File: config.mk
export PLATFORM = sky130hd
export DESIGN_NAME = switch_debounce_and_led_flat
export DESIGN_NICKNAME = d
export VERILOG_FILES = /design/src/rtl/switch_pkg.sv /design/src/rtl/switch_debounce_and_led_if.sv /design/src/rtl/switch_debounce_and_led_debounce.sv /design/src/rtl/switch_debounce_and_led.sv /design/src/flat_wrapper.sv
export SDC_FILE = /design/constraint.sdc
export NUM_CORES = 1
export LEC_CHECK = 0
export CELL_PAD_IN_SITES_DETAIL_PLACEMENT = 1
export CELL_PAD_IN_SITES_GLOBAL_PLACEMENT = 1
export CORE_ASPECT_RATIO = 0.7
export CORE_MARGIN = 2
export CORE_UTILIZATION = 25
export DETAILED_ROUTE_END_ITERATION = 12
export PLACE_DENSITY = 0.5
export SYNTH_ARGS = -nofsm -noshare
export SYNTH_HDL_FRONTEND = slang
export SYNTH_HIERARCHICAL = 1
export SYNTH_SLANG_ARGS = --single-unit
File: constraint.sdc
create_clock -name i_Clk -period 4.62 [get_ports i_Clk]
set_clock_uncertainty 0.1 [all_clocks]
set_input_delay 0.924 -clock i_Clk [delete_from_list [all_inputs] [get_ports i_Clk]]
set_output_delay 0.924 -clock i_Clk [all_outputs]
set_load 0.02 [all_outputs]
File: src/rtl/switch_pkg.sv
// Shared constants and helpers for the switch debounce path.
package switch_pkg;

    localparam int DEBOUNCE_CYCLES_DEFAULT = 250000;
    localparam int SYNC_STAGES_DEFAULT     = 2;

    // Counter wide enough to hold the value DEBOUNCE_CYCLES.
    function automatic int clog2_counter_width(input int cycles);
        return $clog2(cycles + 1);
    endfunction

endpackage

File: src/rtl/switch_debounce_and_led_if.sv
// Switch inputs and debounced/LED outputs of the switch-to-LED path.
interface switch_debounce_and_led_if;

    logic i_Switch_0;
    logic i_Switch_1;
    logic o_Switch_0_Db;
    logic o_Switch_1_Db;
    logic o_LED_0;
    logic o_LED_Rise;

    modport master (
        output i_Switch_0,
        output i_Switch_1,
        input  o_Switch_0_Db,
        input  o_Switch_1_Db,
        input  o_LED_0,
        input  o_LED_Rise
    );

    modport slave (
        input  i_Switch_0,
        input  i_Switch_1,
        output o_Switch_0_Db,
        output o_Switch_1_Db,
        output o_LED_0,
        output o_LED_Rise
    );

endinterface

File: src/rtl/switch_debounce_and_led_debounce.sv
// One raw switch: synchroniser chain, consecutive-mismatch counter and stable flop.
module switch_debounce
    import switch_pkg::*;
#(
    parameter int DEBOUNCE_CYCLES = DEBOUNCE_CYCLES_DEFAULT,
    parameter int SYNC_STAGES     = SYNC_STAGES_DEFAULT
) (
    input  logic i_Clk,
    input  logic i_Reset,
    input  logic i_Switch,
    output logic o_Switch_Db
);

    localparam int                CNT_W   = clog2_counter_width(DEBOUNCE_CYCLES);
    localparam logic [CNT_W-1:0]  CNT_MAX = CNT_W'(DEBOUNCE_CYCLES - 1);

    logic [SYNC_STAGES-1:0] sync_q;
    logic                   sync_n;
    logic [CNT_W-1:0]       count;
    logic                   stable;

    assign sync_n = sync_q[SYNC_STAGES-1];

    always_ff @(posedge i_Clk or posedge i_Reset) begin
        if (i_Reset) begin
            sync_q <= '0;
        end else begin
            sync_q <= {sync_q[SYNC_STAGES-2:0], i_Switch};
        end
    end

    // Any return to the stable level restarts the count, so bounces never qualify.
    always_ff @(posedge i_Clk or posedge i_Reset) begin
        if (i_Reset) begin
            count  <= '0;
            stable <= 1'b0;
        end else if (sync_n == stable) begin
            count <= '0;
        end else if (count == CNT_MAX) begin
            stable <= sync_n;
            count  <= '0;
        end else begin
            count <= count + 1'b1;
        end
    end

    assign o_Switch_Db = stable;

endmodule

File: src/rtl/switch_debounce_and_led.sv
// Two debounced switches ANDed onto an LED, with a one-cycle pulse on each LED rise.
module switch_debounce_and_led
    import switch_pkg::*;
#(
    parameter int DEBOUNCE_CYCLES = DEBOUNCE_CYCLES_DEFAULT,
    parameter int SYNC_STAGES     = SYNC_STAGES_DEFAULT
) (
    input  logic                           i_Clk,
    input  logic                           i_Reset,
    switch_debounce_and_led_if.slave       sw
);

    logic switch_0_db;
    logic switch_1_db;
    logic led;
    logic led_q;

    switch_debounce #(
        .DEBOUNCE_CYCLES (DEBOUNCE_CYCLES),
        .SYNC_STAGES     (SYNC_STAGES)
    ) u_debounce_0 (
        .i_Clk       (i_Clk),
        .i_Reset     (i_Reset),
        .i_Switch    (sw.i_Switch_0),
        .o_Switch_Db (switch_0_db)
    );

    switch_debounce #(
        .DEBOUNCE_CYCLES (DEBOUNCE_CYCLES),
        .SYNC_STAGES     (SYNC_STAGES)
    ) u_debounce_1 (
        .i_Clk       (i_Clk),
        .i_Reset     (i_Reset),
        .i_Switch    (sw.i_Switch_1),
        .o_Switch_Db (switch_1_db)
    );

    // Both sources are flops, so the AND is glitch-free.
    assign led = switch_0_db & switch_1_db;

    // led_q clears in reset, so the first LED cycle after release still pulses.
    always_ff @(posedge i_Clk or posedge i_Reset) begin
        if (i_Reset) begin
            led_q <= 1'b0;
        end else begin
            led_q <= led;
        end
    end

    assign sw.o_Switch_0_Db = switch_0_db;
    assign sw.o_Switch_1_Db = switch_1_db;
    assign sw.o_LED_0       = led;
    assign sw.o_LED_Rise    = led & ~led_q;

endmodule

File: src/flat_wrapper.sv
// flat-port wrapper written by rule: the top's interface ports become plain ports
module switch_debounce_and_led_flat import switch_pkg::*;
#(
    parameter int DEBOUNCE_CYCLES = DEBOUNCE_CYCLES_DEFAULT,
    parameter int SYNC_STAGES     = SYNC_STAGES_DEFAULT
)
  (i_Clk, i_Reset, sw_i_Switch_0, sw_i_Switch_1, sw_o_Switch_0_Db, sw_o_Switch_1_Db, sw_o_LED_0, sw_o_LED_Rise);
  switch_debounce_and_led_if sw_i ();
  input  logic i_Clk;
  input  logic i_Reset;
  input wire logic [$bits(sw_i.i_Switch_0)-1:0] sw_i_Switch_0;
  input wire logic [$bits(sw_i.i_Switch_1)-1:0] sw_i_Switch_1;
  output wire logic [$bits(sw_i.o_Switch_0_Db)-1:0] sw_o_Switch_0_Db;
  output wire logic [$bits(sw_i.o_Switch_1_Db)-1:0] sw_o_Switch_1_Db;
  output wire logic [$bits(sw_i.o_LED_0)-1:0] sw_o_LED_0;
  output wire logic [$bits(sw_i.o_LED_Rise)-1:0] sw_o_LED_Rise;
  assign sw_i.i_Switch_0 = sw_i_Switch_0;
  assign sw_i.i_Switch_1 = sw_i_Switch_1;
  assign sw_o_Switch_0_Db = sw_i.o_Switch_0_Db;
  assign sw_o_Switch_1_Db = sw_i.o_Switch_1_Db;
  assign sw_o_LED_0 = sw_i.o_LED_0;
  assign sw_o_LED_Rise = sw_i.o_LED_Rise;
  switch_debounce_and_led #(.DEBOUNCE_CYCLES(DEBOUNCE_CYCLES), .SYNC_STAGES(SYNC_STAGES)) u_core (.i_Clk(i_Clk), .i_Reset(i_Reset), .sw(sw_i));
endmodule
Word level (Yosys, flattened, before mapping) --
Index checks and enable logic that the tools add are counted.
Word-level totals: output and inout port bits 4, flip-flop bits (word level) 43
Cells by class: bitwise gates (word level) 5, equal/unequal tests 4, $add $sub $neg 2, multiplexer cells 4, reduce and logical (&&, ||, !) cells 2
Operators with widths (number):
- $mux 18 | 4
- $add 18x1->18 const B | 2
- $eq 18x18->1 const B | 2
- $reduce_and 2->1 | 2
- $not 1->1 | 3
- $and 1x1->1 | 2
- $eq 1x1->1 | 2

Logic depth before layout (Yosys ltp) --
Gate-level depths: netlist of the first run.
word-level depth 3, gate-level depth with buffers 5

By module --
Netlist of the first run, hierarchy kept.
By module, submodules not included:
- switch_debounce | sequential area each 525.5 um^2, cells an instance 95, instances 2, area an instance 1012.2 um^2
- switch_debounce_and_led | sequential area each 25.0 um^2, cells an instance 4, instances 1, area an instance 43.8 um^2

Worst setup path before layout of the first run --
No wires, ideal clock.
path type register to register, start point register u_core.u_debounce_0.count[11], end point register u_core.u_debounce_0.count[12], data arrival time 1643 ps, required time 4401 ps, path slack 2758 ps, clock period less this slack 1862 ps, buffers on the path 1, library setup time 119 ps, cell stages (with the launch flop) 5, path through dfrtp_1 > or4_4 > o41ai_4 > buf_6 > nor2_1
On the way: word-level cells in the longest chain between the ends 3, elaborated cells between the ends (all ways) 4, classes of those cells add/sub: 1; eq/ne: 1; mux: 2
RTL lines:
- start: declaration | line switch_debounce_and_led_debounce.sv:19 | logic [CNT_W-1:0] count;
- start signal: assignment | line switch_debounce_and_led_debounce.sv:43 | count <= count + 1'b1;
- $add 18x1->18 or $eq 18x18->1 (tied branches) | line switch_debounce_and_led_debounce.sv:43, switch_debounce_and_led_debounce.sv:39
- $mux 18 (*) | line switch_debounce_and_led_debounce.sv:39 | end else if (count == CNT_MAX) begin
- $mux 18 (*) | line switch_debounce_and_led_debounce.sv:37 | end else if (sync_n == stable) begin
Every way passes the cells marked *; elsewhere a longest branch is shown, timed or not. A chain may end at the register's enable or synchronous reset.

Final worst setup path of the first run --
start point register u_core.u_debounce_0.stable, in the netlist u_core/u_debounce_0/o_Switch_Db, end point output port sw_o_LED_0
On the way: word-level cells in the longest chain between the ends 1
RTL lines:
- start: declaration | line switch_debounce_and_led_debounce.sv:20 | logic stable;
- start signal: assignment | line switch_debounce_and_led_debounce.sv:40 | stable <= sync_n;
- $and 1x1->1 | line switch_debounce_and_led.sv:39 | assign led = switch_0_db & switch_1_db;
- end: declaration | line flat_wrapper.sv:15 | output wire logic [$bits(sw_i.o_LED_0)-1:0] sw_o_LED_0;
Every way passes these cells.

==> run summary, run 1 <==
Maximum vdd drop -> 168 uV
HP Class -> flop to flop
Clock buffer depth -> 2
RR Endpoint -> u_core/u_debounce_1/count[4]$_DFF_PP0_
Yosys warns -> 6
HPWL after detailed placement -> 3110 um
Slew @ Worst Pin -> 1060 ps
Hold Crit Depth -> 0
N_diodes -> 0
Crit path buf inv count -> 1
GRT busiest layer -> met1
Port Buf Inserts -> 7
CTS sink count -> 43
Gr ovfl total -> 0
Crit path launch -> u_core/u_debounce_0/o_Switch_Db$_DFFE_PP0P_
Crit start category -> flop
Slew Limit Fails -> 0
Share of layout cells above drive strength 1 -> 0.0878
Synth Register Bits -> 43
Core Area -> 7940 um2
Slew HR -> 0.288
Mapped Nets -> 200
Crit Path Max Fanout -> 5
Fin. Hold Viols -> 0
Multi-input logic area -> 941 um2
Final setup fails -> 0
Worst reg2reg startpoint -> u_core/u_debounce_1/count[0]$_DFF_PP0_
Placed cell area -> 2230 um2
Max-cap viol count -> 0
# DRC -> 0
Root buf cell -> clkbuf_16
Status -> completed
CTS buffer count -> 5
CTS tree -> done
Antenna Nets Post-Route -> 0
Nets@finish -> 210
Hold_sp -> u_core/u_debounce_0/sync_q[0]$_DFF_PP0_
Final period util -> 0.538
Vias per cell -> 4.64
CTS resizes -> 0
Mapped Area -> 2070 um2
Post-CTS setup buffers -> 0
Clk slew on worst S/H paths -> 60 ps
Clock Latency Late Sink -> 290 ps
Design area -> 2370 um2
Worst Hold End -> u_core/u_debounce_0/sync_q[1]$_DFF_PP0_
Critical path's largest stage delay -> 600 ps
R2R Setup Slk -> 2280 ps
Total Die Area -> 9030 um2
Seq/Total Area, Yosys -> 0.520
Critical path type -> flop to output pin
Leakage -> 0.00102 uW
Num ports -> 8
Initial Util -> 0.261
Routed wire length -> 4500 um
Routed vias -> 1419
Row cnt -> 27
Setup tns final -> 0 ps
Sequential Area -> 1080 um2
Fmax -> 402 MHz
Worst R2R Path Depth -> 4
Unique masters post-synth -> 27
Syn Inst Count -> 194
First-pass GRT wire length -> 7920 um
Gr usage total -> 0.114
Chip Width -> 113 um
RSZ-0062 raised after global routing -> no
# fillers -> 892
CP endpoint kind -> output pin
Pwr Density -> 318 nW/um2
Critical path arrival -> 1460 ps
Tmin final -> 2490 ps
Die H -> 80.1 um
Slowest CP cell -> clkdlybuf4s50_1
Htree depth -> 2
Worst path cell trace -> and2_1 -> clkdlybuf4s50_1
GR Util met1 -> 0.176
Routability cong. -> 0.726
GR Util met3 -> 0.0294
Largest net degree at the start of global routing -> 22
Hold buffers post-CTS -> 0
Pre-antenna DRT Iters -> 4
Delay-heaviest family, CP -> buffers and inverters
Iter 0 DRT Violations -> 89
Final core utilization -> 0.299
Mapped Avg Cell Area -> 10.7 um2
Area delta synth->final -> 14.7%
WL/cell -> 14.7 um
Worst Path Required -> 3600 ps
Number of global-route vias before repair -> 1513
Met2 Resource Use GR -> 0.146
Initial antenna violation count -> 0
[per-layer routing]
metal,vias to the layer above,share of wire
met5,-,0
met4,0,0.017
met3,7,0.029
met2,15,0.37
met1,692,0.59
li1,705,-
[synth_stat cells]
cell | count | share of area
nand2b_1 | 2 | 0.0060
nor2_1 | 36 | 0.065
inv_1 | 5 | 0.0091
and4_2 | 4 | 0.019
or3_1 | 2 | 0.0060
nand4_1 | 10 | 0.030
xor2_1 | 20 | 0.085
buf_6 | 2 | 0.011
nand3_1 | 14 | 0.034
mux2_2 | 2 | 0.011
o21ai_0 | 2 | 0.0048
nor4_1 | 4 | 0.012
a21oi_1 | 4 | 0.0097
xnor2_1 | 10 | 0.042
dfrtp_1 | 43 | 0.52
and4_1 | 6 | 0.025
or4_4 | 2 | 0.011
nand2_1 | 8 | 0.015
o31ai_1 | 2 | 0.0073
and3_1 | 2 | 0.0060
and3b_1 | 1 | 0.0042
o41ai_4 | 2 | 0.027
or4_1 | 2 | 0.0073
and2_1 | 3 | 0.0091
ha_1 | 2 | 0.012
nor2b_1 | 2 | 0.0060
buf_2 | 2 | 0.0048
[where the power goes]
| part | switching (uW) | internal, uW | total, uW | leakage [uW] |
|---|---|---|---|---|
| sequential | 5.35 | 383 | 388 | 0.000587 |
| clock | 144 | 197 | 341 | 0.0000733 |
| combinational | 18.3 | 8.42 | 26.7 | 0.000359 |
[worst max-delay path by stage]
stage | end | slack [ps] | depth (start not counted)
2_1_floorplan | u_core/u_debounce_0/count[12]$_DFF_PP0_ | 2760 | 4
3_3_place_gp | u_core/u_debounce_1/count[5]$_DFF_PP0_ | 2290 | 4
3_5_place_dp | u_core/u_debounce_1/count[4]$_DFF_PP0_ | 2230 | 4
4_1_cts | sw_o_LED_0 | 2110 | 2
5_1_grt | sw_o_LED_0 | 2020 | 2
6_report | sw_o_LED_0 | 2140 | 2
[registers in the layout (all words and copies together), names as in the netlist]
name	cells
u_core/led_q	1
u_core/u_debounce_0/count	18
u_core/u_debounce_0/o_Switch_Db	1
u_core/u_debounce_0/sync_q	2
u_core/u_debounce_1/count	18
u_core/u_debounce_1/o_Switch_Db	1
u_core/u_debounce_1/sync_q	2
[cells by family after synthesis]
group,share of synthesized area
multiplexers,0.0109
XOR/XNOR,0.127
AO/OA/AOI/OAI,0.0484
flip-flops,0.520
adder cells (fa/ha/maj),0.0121
buffers and inverters,0.0248
AND/OR/NAND/NOR,0.256
[per-stage QoR]
step / setup WS [ps] / cells / hold WS (ps) / power [uW]
2_1_floorplan: 2760 / 194 / 231 / 414
3_3_place_gp: 2290 / 298 / 234 / 422
3_5_place_dp: 2230 / 298 / 236 / 423
4_1_cts: 2110 / 306 / 250 / 768
5_1_grt: 2020 / 306 / 259 / 791
6_report: 2140 / 306 / 251 / 756
[worst reg2reg max path, stage by stage (launching register included)]
cell,delay (ps)
dfrtp_1,390
ha_1,240
nand4_1,260
o41ai_4,1050
nor2_1,150
[placed cells by master, fill, tap and decap left out]
master	n
dfrtp_1	43
nor4_1	4
and4_1	6
nor2_1	36
or4_1	2
nand3_1	14
mux2_2	2
o31ai_1	2
clkinv_2	3
and3b_1	1
nand2b_1	2
nand4_1	10
and3_1	2
nand2_1	8
a21oi_1	4
xnor2_1	10
clkbuf_16	5
or4_4	2
and4_2	4
xor2_1	20
o21ai_0	2
nor2b_1	2
inv_1	5
and2_1	3
o41ai_4	2
ha_1	2
or3_1	2
clkdlybuf4s50_1	7
[final cells by class]
cell class              instances  share of cell area
flip-flops and latches         43               0.454
multi-input cells             142               0.397
well taps                     101              0.0533
clock buffers                   5              0.0527
repair buffers                  7              0.0295
inverters                       5             0.00791
clock inverters                 3             0.00633
(Power assumes the default switching activity.)
==> run 2, diff against run 1 <==
--- a/config.mk
+++ b/config.mk
@@ -11,7 +11,7 @@
 export CORE_MARGIN = 2
 export CORE_UTILIZATION = 25
 export DETAILED_ROUTE_END_ITERATION = 12
-export PLACE_DENSITY = 0.5
+export PLACE_DENSITY = 0.52
 export SYNTH_ARGS = -nofsm -noshare
 export SYNTH_HDL_FRONTEND = slang
 export SYNTH_HIERARCHICAL = 1
==> constraint.sdc (replaced) <==
create_clock -name i_Clk -period 2.1 [get_ports i_Clk]
set_clock_uncertainty 0.1 [all_clocks]
set_input_delay 0.42 -clock i_Clk [delete_from_list [all_inputs] [get_ports i_Clk]]
set_output_delay 0.42 -clock i_Clk [all_outputs]
set_load 0.02 [all_outputs]
==> run 2 against run 1 <==
  * Power up 130%
  * Via count increased by 1.3%
  * Sequential share of layout area down 1.6 points
  * Combinational power increased to 2.5 times the previous value
  * Hold slack worse by 5.8 ps
  * Largest power group unchanged
==> run summary, run 2 (synthesis results as in run 1) <==
Status -> completed (unchanged)
Pre-antenna DRT Iters -> 4 (unchanged)
Hold buffers post-CTS -> 0 (unchanged)
Power Total -> 1770 uW (was 756 uW)
Post-Place Setup Slack -> 225 ps (was 2230 ps)
Routed wire length -> 4570 um (was 4500 um)
Slew HR -> 0.786 (was 0.288)
Post-route worst setup slack -> 115 ps (was 2140 ps)
Antenna Nets Post-Route -> 0 (unchanged)
Share of layout cells above drive strength 1 -> 0.117 (was 0.0878)
Tmin final -> 1980 ps
Root buf cell -> clkbuf_16 (unchanged)
Area delta synth->final -> 18.9% (was 14.7%)
Routed vias -> 1438 (was 1419)
CTS sink count -> 43 (unchanged)
WL/cell -> 14.6 um (was 14.7 um)
Most used cells in the layout excluding fill and tap cells -> dfrtp_1, nor2_1, xor2_1, nand3_1 (unchanged)
GR Util met3 -> 0.0332 (was 0.0294)
Clk slew on worst S/H paths -> 60 ps (about the same)
CTS tree -> done (unchanged)
Iter 0 DRT Violations -> 53 (was 89)
HP Class -> primary input to asynchronous set/reset pin (was flop to flop)
CP endpoint kind -> output pin (unchanged)
Post-CTS setup buffers -> 0 (unchanged)
Slew Limit Fails -> 0 (unchanged)
# DRC -> 0 (unchanged)
Setup tns final -> 0 ps (unchanged)
GR Util met1 -> 0.171 (was 0.176)
Top Registers -> u_core/u_debounce_0/count: 18 flops, u_core/u_debounce_1/count: 18 flops (unchanged)
Core Area -> 7940 um2 (unchanged)
Total Die Area -> 9030 um2 (unchanged)
Slew @ Worst Pin -> 318 ps (was 1060 ps)
Fmax -> 504 MHz
# fillers -> 915 (was 892)
Pwr Density -> 719 nW/um2 (was 318 nW/um2)
Vias per cell -> 4.58 (was 4.64)
Crit start category -> flop (unchanged)
Nets@finish -> 219 (was 210)
RSZ-0062 raised after global routing -> no (unchanged)
CTS buffer count -> 5 (unchanged)
N_diodes -> 0 (unchanged)
Clock buffer depth -> 2 (unchanged)
Worst Path Required -> 1580 ps (was 3600 ps)
Number of global-route vias before repair -> 1500 (was 1513)
CTS resizes -> 0 (unchanged)
Worst Hold Margin -> 245 ps (was 251 ps)
First-pass GRT wire length -> 7830 um (was 7920 um)
Num ports -> 8 (unchanged)
Row cnt -> 27 (unchanged)
Gr ovfl total -> 0 (unchanged)
Die H -> 80.1 um (unchanged)
Met2 Resource Use GR -> 0.147 (was 0.146)
HPWL after detailed placement -> 3270 um (was 3110 um)
Initial Util -> 0.261 (unchanged)
Fin. Hold Viols -> 0 (unchanged)
Gr usage total -> 0.111 (was 0.114)
Crit Path Max Fanout -> 5 (unchanged)
Final setup fails -> 0 (unchanged)
Port Buf Inserts -> 7 (unchanged)
Placed cell area -> 2300 um2 (was 2230 um2)
GRT busiest layer -> met1 (unchanged)
Critical path arrival -> 1460 ps (about the same)
Critical path type -> flop to output pin (unchanged)
Design area -> 2460 um2 (was 2370 um2)
Final period util -> 0.945
Chip Width -> 113 um (unchanged)
Max-cap viol count -> 0 (unchanged)
Htree depth -> 2 (unchanged)
Commonest non-fill, non-tap cell in the layout -> dfrtp_1 (unchanged)
Initial antenna violation count -> 0 (unchanged)
Maximum vdd drop -> 499 uV (was 168 uV)
Clock Latency Late Sink -> 270 ps (was 290 ps)
Routability cong. -> 0.700 (was 0.726)
Largest net degree at the start of global routing -> 22 (unchanged)
Leakage -> 0.00107 uW (was 0.00102 uW)
-- run 2: layout make-up --
class / instances / area, um2 / share of cell area
clock inverter: 1 / 30.0 / 0.0122
timing repair buffer: 16 / 138 / 0.0560
multi-input combinational: 142 / 941 / 0.383
tap: 101 / 126 / 0.0514
sequential: 43 / 1080 / 0.438
inverter: 5 / 18.8 / 0.00763
clock buffer: 6 / 129 / 0.0524
-- run 2: path summary, 6_finish.rpt --
path	start	end	slack (ps)	depth (start not counted)
min reg2reg	u_core/u_debounce_0/sync_q[0]$_DFF_PP0_	u_core/u_debounce_0/sync_q[1]$_DFF_PP0_	250	0
min in group i_Clk	u_core/u_debounce_0/sync_q[0]$_DFF_PP0_	u_core/u_debounce_0/sync_q[1]$_DFF_PP0_	250	0
max in group asynchronous	i_Reset	u_core/u_debounce_0/count[15]$_DFF_PP0_	1220	3
max reg2reg	u_core/u_debounce_0/count[0]$_DFF_PP0_	u_core/u_debounce_0/o_Switch_Db$_DFFE_PP0P_	160	4
min	i_Reset	u_core/led_q$_DFF_PP0_	250	2
max	u_core/u_debounce_1/o_Switch_Db$_DFFE_PP0P_	sw_o_LED_Rise	120	2
-- run 2: stage by stage --
| stage | std cells | util |
|---|---|---|
| after floorplan | 194 | - |
| after global placement | 307 | 0.290 |
| after detailed placement | 307 | 0.290 |
| after CTS | 314 | 0.310 |
| after global routing | 314 | 0.310 |
| final | 314 | 0.310 |
-- run 2: critical path: stages, from the launching register on --
cell and delay (ps):
dfrtp_1 410, and3b_1 180, clkdlybuf4s50_1 600
-- run 2: where the power goes --
part | internal [uW] | total (uW) | switching, uW
combinational | 25.6 | 67.6 | 42.0
sequential | 842 | 854 | 11.7
clock | 555 | 847 | 293
-- run 2: layer usage --
metal	up-vias	wire length (um)
met4	0	36
met5	-	0
met1	716	2630
met2	10	1780
li1	710	-
met3	2	120
==> run 3, diff against run 2 <==
--- a/config.mk
+++ b/config.mk
@@ -8,7 +8,6 @@
 export CELL_PAD_IN_SITES_DETAIL_PLACEMENT = 1
 export CELL_PAD_IN_SITES_GLOBAL_PLACEMENT = 1
 export CORE_ASPECT_RATIO = 0.7
-export CORE_MARGIN = 2
 export CORE_UTILIZATION = 25
 export DETAILED_ROUTE_END_ITERATION = 12
 export PLACE_DENSITY = 0.52
==> run 3 against run 2 <==
  * Combinational power rose by 1%
  * Sequential share of layout area rose by 0.13 points
  * Hold slack improved by 1.0 ps
  * Flip-flop and latch count did not move
  * Sequential power barely moved
  * Core utilization fell by 0.095 points
  * Via count rose by 1.1%
  * Maximum frequency fell by 0.86%
  * Final area fell by 0.31%
  * Count of clock-buffer cells in the layout did not move
  * Highest routed layer unchanged
==> run summary, run 3 (synthesis results as in run 1) <==
Status -> completed (unchanged)
HP Class -> primary input to asynchronous set/reset pin (unchanged)
Final setup fails -> 0 (unchanged)
Most used cells in the layout excluding fill and tap cells -> dfrtp_1, nor2_1, xor2_1, nand3_1 (unchanged)
CTS buffer count -> 5 (unchanged)
Worst Path Required -> 1580 ps (about the same)
Crit start category -> flop (unchanged)
Die H -> 78.1 um (was 80.1 um)
Critical path arrival -> 1480 ps (was 1460 ps)
Share of layout cells above drive strength 1 -> 0.126 (was 0.117)
Fin. Hold Viols -> 0 (unchanged)
RSZ-0062 raised after global routing -> no (unchanged)
Total Die Area -> 8650 um2 (was 9030 um2)
Maximum vdd drop -> 296 uV (was 499 uV)
Gr usage total -> 0.112 (was 0.111)
Max-cap viol count -> 0 (unchanged)
Number of global-route vias before repair -> 1505 (was 1500)
CTS sink count -> 43 (unchanged)
Worst Hold Margin -> 246 ps (was 245 ps)
Slew @ Worst Pin -> 303 ps (was 318 ps)
CTS resizes -> 0 (unchanged)
Critical path type -> flop to output pin (unchanged)
CTS tree -> done (unchanged)
Initial antenna violation count -> 0 (unchanged)
Clock buffer depth -> 2 (unchanged)
# fillers -> 897 (was 915)
Row cnt -> 27 (unchanged)
Commonest non-fill, non-tap cell in the layout -> dfrtp_1 (unchanged)
Initial Util -> 0.261 (unchanged)
Htree depth -> 2 (unchanged)
Fmax -> 500 MHz (was 504 MHz)
Leakage -> 0.00107 uW (about the same)
Chip Width -> 111 um (was 113 um)
Core Area -> 7940 um2 (unchanged)
Clk slew on worst S/H paths -> 60 ps (about the same)
Final period util -> 0.953 (was 0.945)
Gr ovfl total -> 0 (unchanged)
WL/cell -> 14.2 um (was 14.6 um)
HPWL after detailed placement -> 3300 um (was 3270 um)
Antenna Nets Post-Route -> 0 (unchanged)
Nets@finish -> 220 (was 219)
Vias per cell -> 4.62 (was 4.58)
Area delta synth->final -> 18.5% (was 18.9%)
Crit path buf inv count -> 1 (unchanged)
Pre-antenna DRT Iters -> 2 (was 4)
Root buf cell -> clkbuf_16 (unchanged)
First-pass GRT wire length -> 7680 um (was 7830 um)
Slowest CP cell -> clkdlybuf4s50_1 (unchanged)
R2R Setup Slk -> 200 ps (was 160 ps)
Sequential Area -> 1080 um2 (unchanged)
Worst path cell trace -> and2_1 -> clkdlybuf4s50_1 (was and3b_1 -> clkdlybuf4s50_1)
Setup tns final -> 0 ps (unchanged)
Tmin final -> 2000 ps (was 1980 ps)
Clock Latency Late Sink -> 280 ps (was 270 ps)
Port Buf Inserts -> 7 (unchanged)
# DRC -> 0 (unchanged)
Iter 0 DRT Violations -> 99 (was 53)
Slew HR -> 0.796 (was 0.786)
Routability cong. -> 0.732 (was 0.700)
Top Registers -> u_core/u_debounce_0/count: 18 flops, u_core/u_debounce_1/count: 18 flops (unchanged)
Critical path's largest stage delay -> 620 ps (was 600 ps)
Multi-input logic area -> 941 um2 (unchanged)
N_diodes -> 0 (unchanged)
Post-CTS setup buffers -> 0 (unchanged)
Pwr Density -> 687 nW/um2 (was 719 nW/um2)
Hold buffers post-CTS -> 0 (unchanged)
Largest net degree at the start of global routing -> 22 (unchanged)
Routed vias -> 1454 (was 1438)
Crit Path Max Fanout -> 5 (unchanged)
Slew Limit Fails -> 0 (unchanged)
CP endpoint kind -> output pin (unchanged)
Delay-heaviest family, CP -> buffers and inverters (unchanged)
Num ports -> 8 (unchanged)
Routed wire length -> 4480 um (was 4570 um)
[run 3: cell types whose count changed in the layout (fill, tap and decap cells not counted), sizes merged]
cell	change
buf	+1
bufinv	-1
clkinv	+1
[run 3: final timing paths]
kind / end / startpoint / depth (start not counted)
worst max-delay path: sw_o_LED_0 / u_core/u_debounce_0/o_Switch_Db$_DFFE_PP0P_ / 2
worst min-delay path: u_core/led_q$_DFF_PP0_ / i_Reset / 2
worst max register to register: u_core/u_debounce_0/count[6]$_DFF_PP0_ / u_core/u_debounce_0/count[0]$_DFF_PP0_ / 5
worst min register to register: u_core/u_debounce_0/sync_q[1]$_DFF_PP0_ / u_core/u_debounce_0/sync_q[0]$_DFF_PP0_ / 0
max in group asynchronous: u_core/u_debounce_0/count[6]$_DFF_PP0_ / i_Reset / 3
min in group i_Clk: u_core/u_debounce_0/sync_q[1]$_DFF_PP0_ / u_core/u_debounce_0/sync_q[0]$_DFF_PP0_ / 0
[run 3: final cells by class]
cell class,count,share of cell area
clock inverter,1,0.00204
timing repair buffer,17,0.0592
multi-input combinational,142,0.384
tap,101,0.0516
inverter,5,0.00766
clock buffer,6,0.0567
sequential,43,0.439
[run 3: per-stage QoR]
| step | std cells | total power, uW | worst slack (ps) | instance area, um2 | util |
|---|---|---|---|---|---|
| 3_5_place_dp | 308 | 940 | 189 | 2310 | 0.291 |
| 6_report | 315 | 1680 | 98.1 | 2450 | 0.309 |
| 5_1_grt | 315 | 1760 | 34.6 | 2450 | 0.309 |
| 3_3_place_gp | 308 | 938 | 228 | 2310 | 0.291 |
| 4_1_cts | 315 | 1720 | 78.6 | 2450 | 0.309 |
| 2_1_floorplan | 194 | 910 | 238 | 2070 | - |
[run 3: power breakdown]
group | internal (uW) | switching, uW
Combinational | 25.7 | 42.7
Clock | 464 | 299
Sequential | 842 | 11.3
[run 3: worst reg2reg max path: cells and delay by family (launching register included)]
family          cells  cell delay (ps)
flops               1              380
buf+inv             1              260
simple gates        2              350
compound gates      1              450
fa+ha+maj           1              240
[run 3: routing by layer]
layer	wire [um]	GRT usage	share of wire	vias to the layer above
met2	1750	0.146	0.39	15
met5	0	0	0	-
met3	92	0.0216	0.021	7
met4	66	0.0440	0.015	0
met1	2570	0.176	0.57	719
li1	-	-	-	713
